## src/rtl/ac_motor_gate_monitor_pkg.sv

```systemverilog
// Shared definitions for the gate monitor and the dead-time generators.
package ac_motor_gate_monitor_pkg;

  localparam int unsigned DELAY_W_DEF = 11;
  localparam int unsigned N_PHASE     = 3;

  // Per-phase gate FSM encoding
  typedef enum logic [1:0] {
    PH_LOW   = 2'd0,
    PH_HIGH  = 2'd1,
    PH_DEAD  = 2'd2,
    PH_FAULT = 2'd3
  } phase_state_e;

endpackage

```

## src/rtl/ac_motor_gate_phase_check.sv

```systemverilog
// One phase: conduction FSM, dead-time gap counter and sticky fault flags.
module ac_motor_gate_phase_check
  import ac_motor_gate_monitor_pkg::*;
#(
  parameter int unsigned DELAY_W = DELAY_W_DEF
) (
  input  logic               clk,
  input  logic               reset_n,
  input  logic               enable,
  input  logic [DELAY_W-1:0] delay,
  input  logic               clear_fault,
  input  logic               gate_h,
  input  logic               gate_l,
  output phase_state_e       state_c,
  output logic               shoot_err_c,
  output logic               dead_err_c,
  output logic               shoot_err,
  output logic               dead_err
);

  localparam logic [DELAY_W-1:0] CNT_MAX = '1;

  phase_state_e       state_q, state_d;
  logic [DELAY_W-1:0] cnt_q, cnt_d;
  logic               shoot_q, shoot_d;
  logic               dead_q, dead_d;
  logic               shoot_evt, dead_evt;

  // Next-state, gap counter and flag update
  always_comb begin
    state_d   = state_q;
    cnt_d     = cnt_q;
    shoot_evt = 1'b0;
    dead_evt  = 1'b0;
    if (!enable) begin
      state_d = PH_DEAD;
      cnt_d   = CNT_MAX;
    end else if (gate_h && gate_l) begin
      // Shoot-through outranks any dead-time judgement
      state_d   = PH_FAULT;
      shoot_evt = 1'b1;
    end else begin
      case (state_q)
        PH_LOW: begin
          if (!gate_h && !gate_l) begin
            state_d = PH_DEAD;
            cnt_d   = DELAY_W'(1);
          end else if (gate_h) begin
            state_d  = PH_HIGH;
            dead_evt = (delay != '0);
          end
        end
        PH_HIGH: begin
          if (!gate_h && !gate_l) begin
            state_d = PH_DEAD;
            cnt_d   = DELAY_W'(1);
          end else if (gate_l) begin
            state_d  = PH_LOW;
            dead_evt = (delay != '0);
          end
        end
        PH_DEAD: begin
          if (!gate_h && !gate_l) begin
            cnt_d = (cnt_q == CNT_MAX) ? cnt_q : cnt_q + DELAY_W'(1);
          end else begin
            state_d  = gate_h ? PH_HIGH : PH_LOW;
            dead_evt = (cnt_q < delay);
          end
        end
        PH_FAULT: begin
          if (clear_fault) begin
            state_d = PH_DEAD;
            cnt_d   = CNT_MAX;
          end
        end
      endcase
    end
    // A new event on the clearing edge keeps the flag set
    shoot_d = (shoot_q & ~clear_fault) | shoot_evt;
    dead_d  = (dead_q  & ~clear_fault) | dead_evt;
  end

  // State and flag registers
  always_ff @(posedge clk or negedge reset_n) begin
    if (!reset_n) begin
      state_q <= PH_DEAD;
      cnt_q   <= CNT_MAX;
      shoot_q <= 1'b0;
      dead_q  <= 1'b0;
    end else begin
      state_q <= state_d;
      cnt_q   <= cnt_d;
      shoot_q <= shoot_d;
      dead_q  <= dead_d;
    end
  end

  assign state_c     = state_d;
  assign shoot_err_c = shoot_d;
  assign dead_err_c  = dead_d;
  assign shoot_err   = shoot_q;
  assign dead_err    = dead_q;

endmodule

```

## src/rtl/ac_motor_gate_monitor.sv

```systemverilog
// Receive-side gate drive checker: three phase checkers plus switch-state decode.
module ac_motor_gate_monitor
  import ac_motor_gate_monitor_pkg::*;
#(
  parameter int unsigned DELAY_W = DELAY_W_DEF
) (
  input  logic               clk,
  input  logic               reset_n,
  input  logic               enable,
  input  logic [DELAY_W-1:0] delay,
  input  logic               clear_fault,
  input  logic [2:0]         gate_high,
  input  logic [2:0]         gate_low,
  output logic [2:0]         switch_state,
  output logic               state_valid,
  output logic               vector_change,
  output logic [2:0]         shoot_err,
  output logic [2:0]         dead_err,
  output logic               fault
);

  phase_state_e phase_st_c [N_PHASE];
  logic [2:0]   shoot_c, dead_c;

  logic [2:0] switch_q, switch_d;
  logic       valid_q, valid_d;
  logic       vchg_q, vchg_d;
  logic       fault_q, fault_d;
  logic       have_ref_q, have_ref_d;
  logic       all_cond, any_fault;
  logic [2:0] pattern;

  for (genvar g = 0; g < int'(N_PHASE); g++) begin : g_phase
    ac_motor_gate_phase_check #(.DELAY_W(DELAY_W)) u_phase (
      .clk         (clk),
      .reset_n     (reset_n),
      .enable      (enable),
      .delay       (delay),
      .clear_fault (clear_fault),
      .gate_h      (gate_high[g]),
      .gate_l      (gate_low[g]),
      .state_c     (phase_st_c[g]),
      .shoot_err_c (shoot_c[g]),
      .dead_err_c  (dead_c[g]),
      .shoot_err   (shoot_err[g]),
      .dead_err    (dead_err[g])
    );
  end

  // Decode next phase states into switch pattern, validity and change strobe
  always_comb begin
    all_cond  = 1'b1;
    any_fault = 1'b0;
    pattern   = '0;
    for (int i = 0; i < int'(N_PHASE); i++) begin
      all_cond   = all_cond & ((phase_st_c[i] == PH_HIGH) || (phase_st_c[i] == PH_LOW));
      any_fault  = any_fault | (phase_st_c[i] == PH_FAULT);
      pattern[i] = (phase_st_c[i] == PH_HIGH);
    end
    valid_d    = enable & all_cond;
    switch_d   = valid_d ? pattern : switch_q;
    // No reference pattern after reset, disable or a shoot-through fault
    vchg_d     = valid_d & (~have_ref_q | (pattern != switch_q));
    have_ref_d = enable & ~any_fault & (have_ref_q | valid_d);
    fault_d    = (|shoot_c) | (|dead_c);
  end

  // Output registers
  always_ff @(posedge clk or negedge reset_n) begin
    if (!reset_n) begin
      switch_q   <= '0;
      valid_q    <= 1'b0;
      vchg_q     <= 1'b0;
      fault_q    <= 1'b0;
      have_ref_q <= 1'b0;
    end else begin
      switch_q   <= switch_d;
      valid_q    <= valid_d;
      vchg_q     <= vchg_d;
      fault_q    <= fault_d;
      have_ref_q <= have_ref_d;
    end
  end

  assign switch_state  = switch_q;
  assign state_valid   = valid_q;
  assign vector_change = vchg_q;
  assign fault         = fault_q;

endmodule

```

## config.mk

```make
export PLATFORM = sky130hd
export DESIGN_NAME = ac_motor_gate_monitor
export DESIGN_NICKNAME = d
export VERILOG_FILES = /design/src/rtl/ac_motor_gate_monitor_pkg.sv /design/src/rtl/ac_motor_gate_phase_check.sv /design/src/rtl/ac_motor_gate_monitor.sv
export SDC_FILE = /design/constraint.sdc
export NUM_CORES = 1
export LEC_CHECK = 0
export CORE_ASPECT_RATIO = 0.9
export CORE_MARGIN = 2
export CORE_UTILIZATION = 55
export DETAILED_ROUTE_END_ITERATION = 16
export PLACE_DENSITY_LB_ADDON = 0.08
export SETUP_SLACK_MARGIN = 0.4
export SLEW_MARGIN = 20
export SYNTH_ARGS = -nofsm -noshare
export SYNTH_HDL_FRONTEND = slang
export SYNTH_SLANG_ARGS = --single-unit
```

## constraint.sdc

```tcl
create_clock -name clk -period 2.9 [get_ports clk]
set_clock_uncertainty 0.2 [all_clocks]
set_input_delay 0.725 -clock clk [delete_from_list [all_inputs] [get_ports clk]]
set_output_delay 0.725 -clock clk [all_outputs]
set_load 0.005 [all_outputs]
```

=== After elaboration in Yosys (flattened, before gate mapping) ===
Index checks and enable logic that the tools add are counted.

* Reduce and logical (&&, ||, !) cells: 30
* Equality and inequality tests: 34
* $add $sub $neg: 3
* Magnitude comparators: 3
* Multiplexer cells: 79
* Bitwise operators: 26

{| class="wikitable"
|+ Operators by type and width
! cell !! number
|-
| two-way mux 11 bit || 16
|-
| one-hot mux 11 bit (3 select lines) || 3
|-
| two-way mux 2 bit || 24
|-
| adder 11 x 1 -> 11 bit, second input constant || 3
|-
| equality test 11 bit, second input constant || 3
|-
| < comparator 11 bit || 3
|-
| two-way mux 1 bit || 30
|-
| one-hot mux 2 bit (4 select lines) || 3
|-
| equality test 2 bit, second input constant || 9
|-
| != test 3 x 2 -> 1 bit, second input constant || 6
|-
| != test 3 bit, second input constant || 6
|-
| AND reduction 5 bit || 3
|-
| bitwise AND 1 bit || 12
|-
| equality test 2 x 1 -> 1 bit, second input constant || 6
|-
| zero test 2 bit || 6
|-
| OR 1 bit || 11
|-
| nonzero test 11 bit || 1
|-
| one-hot mux 1 bit (3 select lines) || 3
|-
| logical AND 1 bit || 6
|-
| zero test 1 bit || 6
|-
| != test 2 bit, second input constant || 3
|-
| OR reduction 2 bit || 3
|-
| OR reduction 3 bit || 2
|-
| logical OR 1 bit || 3
|-
| other kinds (2) || 4
|}

* Output and inout bits: 12
* Input bits: 21
* Logic and storage cells: 192
* Register bits: 52

=== Depth between registers and ports, before layout ===
Gate-level depths: netlist (run 1).

* Depth after elaboration: 13
* Gate-level depth with buffers: 8
* Mapped depth without buffers: 8

=== Modules after synthesis ===
Synthesis (run 1) repeated with hierarchy kept, for this count alone.

* Cells, all modules: 457
* Area total of the unflattened synthesis: 4,120.2 um^2

{| class="wikitable"
|+ By module, submodules not included
! module !! instances !! cells an instance !! seq. area each (um^2) !! area each (um^2)
|-
| ac_motor_gate_phase_check at g_phase[0].u_phase ... || 2 || 145 || 390.4 || 1,278.7
|-
| ac_motor_gate_phase_check at g_phase[2].u_phase || 1 || 142 || 390.4 || 1,234.9
|-
| ac_motor_gate_monitor || 1 || 25 || 175.2 || 327.8
|}

=== Worst setup path after synthesis (run 1) ===
No wires, ideal clock.

* Path type: input-to-reg
* Start: in delay[2]
* End: reg fault_q (netlist: fault)
* Stages: 8
* Data required time: 2.562 ns
* Data arrival time: 2.382 ns
* Setup slack: 0.179 ns
* Path buffers: 0
* Cell sequence: inv_1 -> ha_1 -> o21ai_0 -> o21bai_1 -> a21oi_1 -> or3_1 -> a221o_1 -> or4_1

* Word-level cells in the longest chain between the ends: 9
* Elaborated cells between the ends (all ways): 33

{| class="wikitable"
|+ RTL lines
! element !! line !! RTL
|-
| start: declaration || ac_motor_gate_monitor.sv:10 || <nowiki>input logic [DELAY_W-1:0] delay,</nowiki>
|-
| branches (longest 3 deep; another with < comparator 11 bit) || n/a ||
|-
| one-hot mux 1 bit (3 select lines) (*) || ac_motor_gate_phase_check.sv:43 || <nowiki>case (state_q)</nowiki>
|-
| two-way mux 1 bit (*) || ac_motor_gate_phase_check.sv:38 || <nowiki>end else if (gate_h && gate_l) begin</nowiki>
|-
| two-way mux 1 bit (*) || ac_motor_gate_phase_check.sv:35 || <nowiki>if (!enable) begin</nowiki>
|-
| OR 1 bit (*) || ac_motor_gate_phase_check.sv:80 || <nowiki>dead_d = (dead_q & ~clear_fault) | dead_evt;</nowiki>
|-
| named net g_phase[0].u_phase.dead_err_c || ac_motor_gate_phase_check.sv:16 || <nowiki>output logic dead_err_c,</nowiki>
|-
| OR reduction 3 bit (*) || ac_motor_gate_monitor.sv:65 || <nowiki>fault_d = (|shoot_c) | (|dead_c);</nowiki>
|-
| OR 1 bit (*) || ac_motor_gate_monitor.sv:65 ||
|-
| named net fault_d || ac_motor_gate_monitor.sv:28 || <nowiki>logic fault_q, fault_d;</nowiki>
|-
| end signal: assignment || ac_motor_gate_monitor.sv:80 || <nowiki>fault_q <= fault_d;</nowiki>
|-
| end: declaration || ac_motor_gate_monitor.sv:28 ||
|}

Mark *: on every way through the listed nets, which the timed path passes.
A chain may end at the register's enable or synchronous reset.

=== Worst setup path in the final report (run 1) ===
* Start: in delay[6]
* End: reg fault_q (netlist: fault)

The elaborated chain is that of the path after synthesis.

==> out/results.ini, run 1 <==
[global_route]
grt_pass1_vias=3264
grt_max_degree=29
grt_pass1_wl_mm=15.82
grt.total_usage_pct=26.78
antenna_found_initial=0
gr-total-overflow=0

[power]
leakage_nw=1.981
peakVddDrop_uv=301.5
power.density_nw_per_um2=597.2

[logic_synthesis]
synth.top_cell.area_share_pct=25.54
synthMuxAreaShare_pct=1.182
yosysSeqAreaShare_pct=36.35
synth_warnings=0
ys.flop_type=dfstp_2
synth_top_family_by_area=simple AND/OR/NAND/NOR gates
synthArstFlopShare_pct=100.0
synth-seq-cells=52
syn_inst=436
synth.area.top_cells=dfstp_2 26%, ha_1 11%, dfrtp_1 11%
synth-compound-area-share_pct=22.13
synth_xor_xnor_area_share_pct=1.655
synth_fa_ha_area_share_pct=11.15
synth_top_area_cell=dfstp_2
synth_cell_types=58
synth_area_per_cell_sq_um=8.494
syn_nets=490
yosys.area_share.simple_pct=22.33
synth_area_sq_um=3704
synth_edf_count=0

[sta]
worst_pin_slew_ns=0.5975
finalCriticalPeriod_ns=2.560
rsz0062_at_grt=true
maxSlewHeadroom_pct=60.17
slew_violations=0
period_share_pct=88.28
finalSetupViolations=0
fmax_ghz=0.3906
hold_viol=0
worst_hold_slack_ns=0.2019

[routing]
drt_iter0_markers=207
drc=0
vias_per_cell=6.228
top_layer_used=met4
route.vias.total=3612
dr_wl_met2_mm=4.770
wl_mm=10.06
wl_per_cell_microns=17.35
ant_nets=0
wl_met3_microns=518
wl_met1_mm=4.691
first_pass_iters=5

[finish]
antenna-diode-count=0
layout_common_cells=49 x a21oi_1, 36 x dfstp_2, 35 x nor2_1, 34 x buf_4
fin_area_sq_um=4614
nets=543
n_fill_cell=517
area_delta_synth_final_pct=24.59
layout-drive-gt1-share_pct=26.53
layout_commonest_cell=a21oi_1

[clock_network]
path_clk_slew_ns=0.11
worstSkewPairLatency_ns=0.32
numCtsBuffers=5
root_buffer=clkbuf_8
cts.sinks=52
h-tree-depth=2
cts_tree=done
cts_buffer_depth=2
cts_hold_buf=0

[critical_path]
r2r_slack_ns=0.40
cp_max_fo=2
reg2reg_from=g_phase[0].u_phase.cnt_q[1]
crit_path_top_delay_cell=or4_4
critPathBufInv=2
startpoint_type=input pin
reg2reg_depth=7
worst-setup-path-type=in2reg
arrival_ns=2.56
crit_path_cell_trace=clkdlybuf4s15_2 > inv_2 > ha_1 > nand3_1 > or3_1 > a221o_1 > or4_4
critPathMaxStageDelay_ns=0.51
rr_endpoint=fault
cp.required_ns=2.90
cp-end-kind=flip-flop
cpLargestDelayFamily=simple AND/OR/NAND/NOR gates

[floorplan]
rows=28
dieWidth_microns=90.50
io_pins=33
start_util_pct=56.53
die_h_microns=81.85
core-area_sq_um=6551
die_area_sq_um=7407

[placement]
dp_hpwl_mm=7.364
place_congestion=0.9198
port_buffers=32
placed_area_sq_um=4305

[status]
status=finished, final reports clean

[run]
maxCapViolCount=0

[worst_hold_path]
hold_path.class=in2async

-- kinds of logic after synthesis --
kind of cell / Yosys count
AO/OA/AOI/OAI: 136
multiplexers: 4
AND/OR/NAND/NOR: 160
flip-flops: 52
buffers and inverters: 44
adder cells (fa/ha/maj): 33
XOR/XNOR: 7
-- power breakdown --
part / switching (mW) / total (mW) / internal, mW
clock network: 0.268 / 0.447 / 0.178
registers: 0.227 / 1.19 / 0.959
logic: 0.601 / 1.12 / 0.522
total: 1.10 / 2.76 / 1.66
-- timing repair --
item	4_1_cts	5_1_grt
setup buffers	5	0
cloned	0	1
setup endpoints to repair	8	12
gates resized for setup	51	24
pin swaps	6	5
-- flip-flops by register name, summed over array words and instances (netlist names) --
name and count:
fault 1, g_phase.u_phase.cnt_q 33, g_phase.u_phase.dead_err 3, g_phase.u_phase.shoot_err 3, g_phase.u_phase.state_q 6, have_ref_q 1
state_valid 1, switch_state 3, vector_change 1
-- synth_stat cells, drive strengths merged, types with 3 or more instances --
cell type and count:
and2 7, a31oi 10, o21ai 37, a21o 3, nand4 10, inv 21
nand2b 6, a211oi 4, a21oi 49, and4 4, nor2 37, clkbuf 13
mux2 3, xnor2 3, nand2 33, ha 33, nor3 8, nor3b 3
and3 10, dfrtp 16, o21bai 3, or3 3, xor2 4, nand3 22
a41oi 3, buf 10, nor2b 3, dfstp 36, nor4 4, o21a 4
-- stage by stage --
step / util (%) / std cells / TNS [ns] / setup WS (ns) / power, mW
2_1_floorplan: - / 436 / 0 / 0.3374 / 1.867
3_3_place_gp: 65.72 / 566 / -0.5921 / -0.4011 / 2.174
3_5_place_dp: 65.72 / 566 / -0.6580 / -0.4375 / 2.214
4_1_cts: 68.77 / 579 / 0 / 0.3358 / 2.692
5_1_grt: 70.44 / 580 / 0 / 0.3014 / 2.972
6_report: 70.44 / 580 / 0 / 0.3398 / 2.756
-- cell type report --
type | instances | area (sq um) | share of cell area (%)
Tap cell | 90 | 112.6 | 2.440
Clock inverter | 3 | 26.28 | 0.5694
Timing Repair Buffer | 69 | 611.8 | 13.26
Multi-Input combinational cell | 340 | 2352 | 50.98
Clock buffer | 5 | 68.82 | 1.491
Inverter | 21 | 96.34 | 2.088
Sequential cell | 52 | 1346 | 29.18
-- metal layers --
layer,track usage [%],up-vias
li1,-,1707
met1,37.12,1741
met2,45.07,152
met3,3.303,12
met4,6.769,0
met5,0,-
-- worst max path at each step --
stage | endpoint | startpoint | cells past startpoint | slack [ns]
final | fault | delay[6] | 7 | 0.34
after floorplan | fault | delay[1] | 8 | 0.34
after global placement | fault | delay[1] | 9 | -0.40
after CTS | fault | delay[10] | 7 | 0.34
after detailed placement | fault | delay[1] | 9 | -0.44
after global routing | fault | delay[9] | 9 | 0.30
(Power assumes the default switching activity.)
==> inputs of run 2 (changes only) <==
- CORE_UTILIZATION: 55 -> 41
==> run 2 against run 1 <==
  * Worst setup slack better by 0.0098 ns
  * Largest cell class unchanged
  * Clock power up 20%
  * Sequential cell count unchanged
  * Utilization down 17 points
  * Routed wire length up 2.9%
  * Register-to-register slack better by 0.04 ns
  * Fmax up 0.39%
  * First-iteration DRC count down 17%
  * Sequential power about the same
  * Cell count up 6.4%
  * Sequential share of layout area down 0.15 points
  * Hold slack worse by 0.085 ns
==> out/results.ini, run 2 (synthesized netlist as in run 1, its figures left out) <==
[critical_path]
crit_path_cell_trace=buf_6 > buf_6 > inv_12 > ha_4 > o21ai_2 > o21bai_1 > a21oi_1 > or3_1 > a221o_1 > or4_1
reg2reg_depth=7
crit_path_top_delay_cell=or4_1
startpoint_type=input pin
critPathMaxStageDelay_ns=0.41
cp-end-kind=flip-flop
path_common_cell=buf_6
r2r_slack_ns=0.44
cp.required_ns=2.89
arrival_ns=2.54
rr_endpoint=fault
cp_max_fo=2
worst-setup-path-type=in2reg
reg2reg_from=g_phase[0].u_phase.cnt_q[2]

[finish]
layout-drive-gt1-share_pct=26.10
nets=551
multiInputGateArea_sq_um=2262
register_area_sq_um=1346
antenna-diode-count=0
final_cell_count_no_fill=617
n_fill_cell=835
utilization_pct=53.38
regMostFlops=g_phase.u_phase.cnt_q
layout_commonest_cell=a21oi_1
largest_reg_flops=33
area_delta_synth_final_pct=25.24
layout_common_cells=49 x a21oi_1, 40 x buf_4, 36 x nor2_1, 36 x dfstp_2, 34 x o21ai_0
largest_registers=g_phase.u_phase.cnt_q: 33 flops, g_phase.u_phase.state_q: 6 flops

[power]
sw_frac_of_total_pct=38.63
seqPwrFrac_pct=42.0
p_sw_mw=1.085
power.share.clock_pct=19.1
peakVddDrop_uv=277.6
internal_power_mw=1.723
leakage_nw=2.060
power.density_nw_per_um2=605.5
comb_power_share_pct=38.9

[sta]
hold_viol=0
finalCriticalPeriod_ns=2.550
worst_slack_ns=0.3497
worst_hold_slack_ns=0.1165
period_share_pct=87.94
maxSlewHeadroom_pct=71.42
rsz0062_at_grt=true
fmax_ghz=0.3921
slew_violations=0
finalSetupViolations=0
worst_pin_slew_ns=0.4251

[routing]
drc=0
wl_per_cell_microns=16.78
vias_per_cell=5.684
route.vias.total=3507
first_pass_iters=4
wl_mm=10.35
drt_iter0_markers=171
ant_nets=0

[placement]
dp_cells=598
place_congestion=0.8905
post-place-ws_ns=-0.4167
port_buffers=32
dp_hpwl_mm=7.876

[clock_network]
cts.sinks=52
root_buffer=clkbuf_8
worstSkewPairLatency_ns=0.32
h-tree-depth=2
cts_hold_buf=0
numCtsBuffers=5
cts_buffer_depth=2
path_clk_slew_ns=0.10
cts_tree=done

[floorplan]
start_util_pct=42.63
io_pins=33
rows=32
core-area_sq_um=8688
die_h_microns=94.17
dieWidth_microns=104.2
die_area_sq_um=9811

[worst_hold_path]
hold_path.class=in2async

[global_route]
grt.total_usage_pct=21.95
gr-total-overflow=0
antenna_found_initial=0
grt_pass1_vias=3326
grt_max_degree=23
grt_pass1_wl_mm=17.14

[run]
maxCapViolCount=0

[status]
status=finished, final reports clean

## run 2: cell count changes in the layout (fill, tap and decap cells not counted), sizes merged
cell,delta
bufinv,+1
buf,+11
inv,-2
clkbuf,-1
dlygate4sd2,+1
dlymetal6s2s,+5
clkdlybuf4s15,-4
clkinvlp,+1
clkdlybuf4s50,-4
## run 2: area by class of cell
| type | count | area share [%] |
|---|---|---|
| inverters | 21 | 2.131 |
| multi-input cells | 340 | 48.77 |
| clock inverters | 3 | 0.9172 |
| flip-flops and latches | 52 | 29.03 |
| repair buffers | 77 | 14.46 |
| well taps | 119 | 3.210 |
| clock buffers | 5 | 1.484 |
## run 2: how the worst max path moves through the flow
stage | startpoint | end | slack [ns] | cells past startpoint
6_report | delay[1] | fault | 0.35 | 10
5_1_grt | delay[1] | fault | 0.28 | 10
4_1_cts | delay[1] | fault | 0.27 | 10
3_5_place_dp | delay[1] | fault | -0.42 | 10
3_3_place_gp | delay[1] | fault | -0.36 | 10
2_1_floorplan | delay[1] | fault | 0.34 | 8
## run 2: power groups by stage
stage	combinational (mW)	sequential, mW	clock, mW
floorplan	0.775	1.09	0
global placement	1.02	1.19	0
detailed placement	1.05	1.18	0
CTS	1.07	1.18	0.550
global route	1.25	1.21	0.573
finish	1.09	1.18	0.535
## run 2: critical path, delay by kind of cell
| family | cells | cell delay, ns |
|---|---|---|
| simple gates | 2 | 0.77 |
| compound gates | 4 | 0.58 |
| fa+ha+maj | 1 | 0.24 |
| buf+inv | 3 | 0.21 |
## run 2: timing repair
item | CTS | global route
setup endpoints to repair | 6 | 27
pin swaps | 8 | 6
cloned | 0 | 1
buffers inserted | 7 | 3
gates resized for setup | 46 | 19
## run 2: routing by layer
layer / share of wire, % / global-route usage (%) / vias up / wire length [microns]
li1: - / - / 1729 / -
met1: 49 / 31.32 / 1688 / 5119
met2: 46 / 35.86 / 77 / 4799
met3: 2.7 / 2.427 / 13 / 277
met4: 1.5 / 5.180 / 0 / 155
met5: 0 / 0 / - / 0
## run 2: metrics by stage
step | cell area, sq um | power, mW | TNS (ns)
after floorplan | 3746 | 1.867 | 0
after global placement | 4364 | 2.209 | -0.5407
after detailed placement | 4364 | 2.235 | -0.6449
after CTS | 4551 | 2.798 | 0
after global routing | 4638 | 3.031 | 0
final | 4638 | 2.808 | 0
==> inputs of run 3 (changes only) <==
- CORE_MARGIN: 2 -> unset
==> run 3 against run 2 <==
  * Count of clock-buffer cells in the layout unchanged
  * First-iteration DRC count shrank 26%
  * Sequential power about the same
  * Global-route usage is 0.94 points higher
  * Fmax grew 1.4%
  * Cell count is 2.4% lower
  * Sequential share of layout area increased by 0.40 points
  * Critical path type unchanged
  * Largest power group unchanged
==> out/results.ini, run 3 (synthesized netlist as in run 1, its figures left out) <==
[sta]
period_share_pct=86.72
slew_violations=0
hold_viol=0
finalCriticalPeriod_ns=2.515
worst_pin_slew_ns=0.5052
fmax_ghz=0.3976
finalSetupViolations=0
worst_slack_ns=0.3851
rsz0062_at_grt=true
maxSlewHeadroom_pct=66.32

[global_route]
grt.total_usage_pct=22.90
grt_pass1_wl_mm=16.81
grt_pass1_vias=3308
gr-total-overflow=0
antenna_found_initial=0
grt_max_degree=33

[clock_network]
cts_buffer_depth=2
path_clk_slew_ns=0.10
cts_tree=done
numCtsBuffers=5
root_buffer=clkbuf_8
h-tree-depth=2
worstSkewPairLatency_ns=0.33
cts.sinks=52

[floorplan]
die_area_sq_um=9418
start_util_pct=42.82
die_h_microns=92.17
io_pins=33
core-area_sq_um=8648
rows=32
dieWidth_microns=102.2

[routing]
vias_per_cell=5.731
route.vias.total=3450
ant_nets=0
drt_iter0_markers=126
wl_mm=10.23
drc=0
first_pass_iters=5
wl_per_cell_microns=16.99

[finish]
nets=536
largest_registers=g_phase.u_phase.cnt_q: 33 flops, g_phase.u_phase.state_q: 6 flops
antenna-diode-count=0
layout_commonest_cell=a21oi_1
layout_common_cells=46 x a21oi_1, 36 x nor2_1, 36 x dfstp_2, 34 x o21ai_0, 33 x nand2_1
regMostFlops=g_phase.u_phase.cnt_q
area_delta_synth_final_pct=23.51
final_cell_count_no_fill=602
largest_reg_flops=33
layout-drive-gt1-share_pct=24.64

[placement]
post-place-ws_ns=-0.4460
dp_cells=589
dp_hpwl_mm=7.687
place_congestion=0.9029
port_buffers=32

[critical_path]
worst-setup-path-type=in2reg
cp_max_fo=2
cp.required_ns=2.90
startpoint_type=input pin
crit_path_top_delay_cell=or4_1
arrival_ns=2.51
crit_path_cell_trace=clkdlybuf4s15_2 > inv_2 > ha_4 > nand3_1 > or3_1 > a221o_1 > or4_1
cp-end-kind=flip-flop
critPathMaxStageDelay_ns=0.51

[power]
peakVddDrop_uv=245.7
power.density_nw_per_um2=602.8
leakage_nw=1.947

[status]
status=finished, final reports clean

[run]
maxCapViolCount=0

[worst_hold_path]
hold_path.class=reg2reg

==> run 3: power by group <==
group	total [mW]	switching, mW	internal [mW]
combinational	1.10	0.586	0.514
clock	0.463	0.284	0.179
sequential	1.19	0.235	0.959
==> run 3: what timing repair did <==
| action | CTS | global route |
|---|---|---|
| gates resized for setup | 66 | 8 |
| endpoints found under the setup margin | 7 | 19 |
| hold buffers | 0 | 0 |
| pin swaps | 11 | 1 |
| setup buffers | 5 | 0 |
==> run 3: critical path, delay by kind of cell <==
family                     cells  cell delay (ns)
buffers and inverters          2             0.26
and+or+nand+nor                3             0.97
AOI/OAI and AO/OA              1             0.31
adders and majority gates      1             0.26
==> run 3: metrics by stage <==
step | area, sq um | TNS [ns] | utilization [%] | total power, mW | hold WS (ns)
global placement | 4297 | -0.5548 | 49.68 | 2.207 | 0.3001
detailed placement | 4297 | -0.6757 | 49.68 | 2.236 | 0.3029
finish | 4574 | 0 | 52.89 | 2.757 | 0.3170
global route | 4574 | 0 | 52.89 | 2.979 | 0.3476
CTS | 4556 | 0 | 52.68 | 2.756 | 0.3204
floorplan | 3746 | 0 | - | 1.867 | 0.2294
==> run 3: final cells by class <==
class	instances	area [sq um]
Fill cell	839	4074
Multi-Input combinational cell	340	2321
Sequential cell	52	1346
Timing Repair Buffer	62	564.3
Tap cell	119	148.9
Inverter	21	98.84
Clock buffer	5	68.82
Clock inverter	3	26.28
==> run 3: worst paths after layout <==
path | startpoint | endpoint | slack (ns) | depth (start not counted)
max reg2reg | g_phase[0].u_phase.cnt_q[1] | fault | 0.41 | 7
min | g_phase[0].u_phase.cnt_q[2] | g_phase[0].u_phase.cnt_q[2] | 0.32 | 2
max | delay[6] | fault | 0.39 | 7
min in group asynchronous | reset_n | g_phase[0].u_phase.cnt_q[9] | 0.49 | 1
min reg2reg | g_phase[0].u_phase.cnt_q[2] | g_phase[0].u_phase.cnt_q[2] | 0.32 | 2
max in group asynchronous | reset_n | g_phase[1].u_phase.cnt_q[10] | 1.72 | 2
==> run 3: per-layer routing <==
layer | global-route usage, % | up-vias | part of all wire (%)
met5 | 0 | - | 0
met4 | 3.452 | 0 | 0.44
met3 | 3.735 | 6 | 3.3
met2 | 36.30 | 67 | 47
met1 | 33.11 | 1682 | 49
li1 | - | 1695 | -
==> RTL change (flow settings as in run 1) <==
Set the package constant `DELAY_W_DEF` to 22 (it was 11).
--- a/src/rtl/ac_motor_gate_monitor_pkg.sv
+++ b/src/rtl/ac_motor_gate_monitor_pkg.sv
@@ -1,7 +1,7 @@
 // Shared definitions for the gate monitor and the dead-time generators.
 package ac_motor_gate_monitor_pkg;
 
-  localparam int unsigned DELAY_W_DEF = 11;
+  localparam int unsigned DELAY_W_DEF = 22;
   localparam int unsigned N_PHASE     = 3;
 
   // Per-phase gate FSM encoding
Interface: changed (resized delay); port bits go from 33 to 44. The function was not compared with the original's and may differ.
==> RTL change against run 1 <==
  * Wire length rose by 110%
  * Setup slack improved by 40 ps
  * Total power rose by 93%
  * Area after synthesis rose by 75%
  * Sequential cell count rose by 33
  * Global-route usage rose by 6.1 points
  * Combinational power rose by 88%
  * Cell area rose by 82%
==> RTL change: results (changes against run 1) <==
| Metric | Value |
|---|---|
| Sequential fraction of the synthesis area | `34.1% (-2.2 points)` |
| Placed instance area | `7580 µm² (+76%)` |
| Worst-Skew Late Latency | `350 ps (+30 ps)` |
| Reg2reg path depth | `7 (unchanged)` |
| Top FF cell, synth | `dfstp_2` |
| Number of global-route vias before repair | `6,340 (+94%)` |
| VDD IR max | `0.000533 V (+77%)` |
| Total GRT Usage | `32.9% (+6.1 points)` |
| Port-buffer cells | `43 (+34%)` |
| Iteration-0 DRC Markers | `598 (+190%)` |
| Initial antenna violation count | `0 (unchanged)` |
| Slew margin rel. | `62.6% (+2.5 points)` |
| Synth Net Count | `857 (+75%)` |
| Clock Path Buffers | `2 (unchanged)` |
| Reg2reg setup slack | `400 ps (about the same)` |
| Final layout net count | `981 (+81%)` |
| Setup crit end | `fault$_DFF_PN0_` |
| DR vias/cell | `6.45 (+3.6%)` |
| Top post-synthesis cells by area | `dfstp_2 28%, ha_1 13%, dfrtp_1 6.2%` |
| Reg2Reg Launch Point | `g_phase[0].u_phase.cnt_q[1]$_DFFE_PN1P_` |
| GP Congestion | `1.03 (+12%)` |
| Largest net degree at the start of global routing | `46 (+59%)` |
| Drt pass-1 iters | `7 (+2)` |
| Sw Ratio | `38.5% (-1.3 points)` |
| First-pass GRT wire length | `32.8 mm (+110%)` |
| CP Launch Point | `delay[14]` |
| Fraction of layout cells with a size suffix above 1 | `30.0% (+3.4 points)` |
| Hpwl dp | `15.2 mm (+110%)` |
| Crit path max-delay family | `simple AND/OR/NAND/NOR gates` |
| CP peak stage delay | `560 ps (+50 ps)` |
| R2R Path End | `g_phase[0].u_phase.cnt_q[3]$_DFFE_PN1P_` |
| H-tree depth | `3 (+1)` |
| Pre-CTS WS | `-299 ps (+139 ps)` |
| Clock root buffer | `clkbuf_16` |
| CP max FO | `3 (+1)` |
| Worst setup margin | `380 ps (+40.5 ps)` |
| Status | `finished, final reports clean` |
| Critical Path AT | `2540 ps (-20 ps)` |
| Clock transition at the registers of the reported paths | `60 ps (-50 ps)` |
| Post-Route Setup TNS | `0 ps (unchanged)` |
| Fin Hold WS | `158 ps (-43.4 ps)` |
| Biggest regs | `g_phase.u_phase.cnt_q x66, g_phase.u_phase.state_q x6` |
| TritonCTS buffer count | `9 (+4)` |
| Most frequent cells after synthesis | `79 x nand2_1, 74 x a21oi_1, 69 x dfstp_2, 67 x o21ai_0, 66 x ha_1` |
| Synth cell types | `66 (+14%)` |
| Leak Pwr | `0.00370 µW (+87%)` |
| Post-DR wirelength/cell | `19.9 µm (+15%)` |
| Tightest Hold Check Type | `input pin to async pin` |
RTL change: cell families after synthesis:
| group | Yosys count | share of synthesized area (%) |
|---|---|---|
| xor+xnor | 6 | 0.810 |
| flops | 85 | 34.1 |
| simple gates | 257 | 20.7 |
| fa+ha+maj | 66 | 12.7 |
| mux | 6 | 1.00 |
| compound gates | 258 | 25.4 |
| buf+inv | 81 | 5.32 |
RTL change: worst min path at each step:
stage                                                  startpoint  cells after the start                                       to
after floorplan                                           reset_n                      0                          fault$_DFF_PN0_
after global placement    g_phase[1].u_phase.cnt_q[1]$_DFFE_PN1P_                      2  g_phase[1].u_phase.cnt_q[1]$_DFFE_PN1P_
after detailed placement  g_phase[1].u_phase.cnt_q[1]$_DFFE_PN1P_                      2  g_phase[1].u_phase.cnt_q[1]$_DFFE_PN1P_
after CTS                                                 reset_n                      1    g_phase[2].u_phase.dead_err$_DFF_PN0_
after global routing                                      reset_n                      1    g_phase[2].u_phase.dead_err$_DFF_PN0_
final                                                     reset_n                      1    g_phase[2].u_phase.dead_err$_DFF_PN0_
RTL change: per-stage QoR:
step                cells  util, %
finish               1044     73.2
global route         1044     73.2
CTS                  1021     70.4
detailed placement   1001     66.1
global placement     1001     66.1
floorplan             759        -
RTL change: area by class of cell:
| cell class | count | area [µm²] |
|---|---|---|
| fill | 892 | 3080 |
| inverter | 44 | 165 |
| sequential | 85 | 2210 |
| tap | 156 | 195 |
| clock inverter | 4 | 46.3 |
| clock buffer | 12 | 256 |
| multi-input combinational | 593 | 4240 |
| timing repair buffer | 150 | 1280 |
RTL change: repair_timing:
item / in CTS / in global routing
setup endpoints to repair: 59 / 54
pin swaps: 23 / 18
buffers inserted: 4 / 22
cloned: 0 / 1
gates resized for setup: 76 / 44
RTL change: metal layers:
metal	routed length, µm	global-route usage, %	vias up
li1	-	-	3089
met1	8520	42.2	3234
met2	9670	53.3	350
met3	1830	8.35	62
met4	799	13.1	0
met5	0	0	-
RTL change: power by group through the flow:
stage / Sequential (µW) / Combinational, µW / Clock, µW
final: 2030 / 2110 / 1200
after global routing: 2060 / 2310 / 1260
after CTS: 2000 / 1840 / 1210
after detailed placement: 2010 / 1770 / 0
after global placement: 1990 / 1690 / 0
after floorplan: 1830 / 1240 / 0
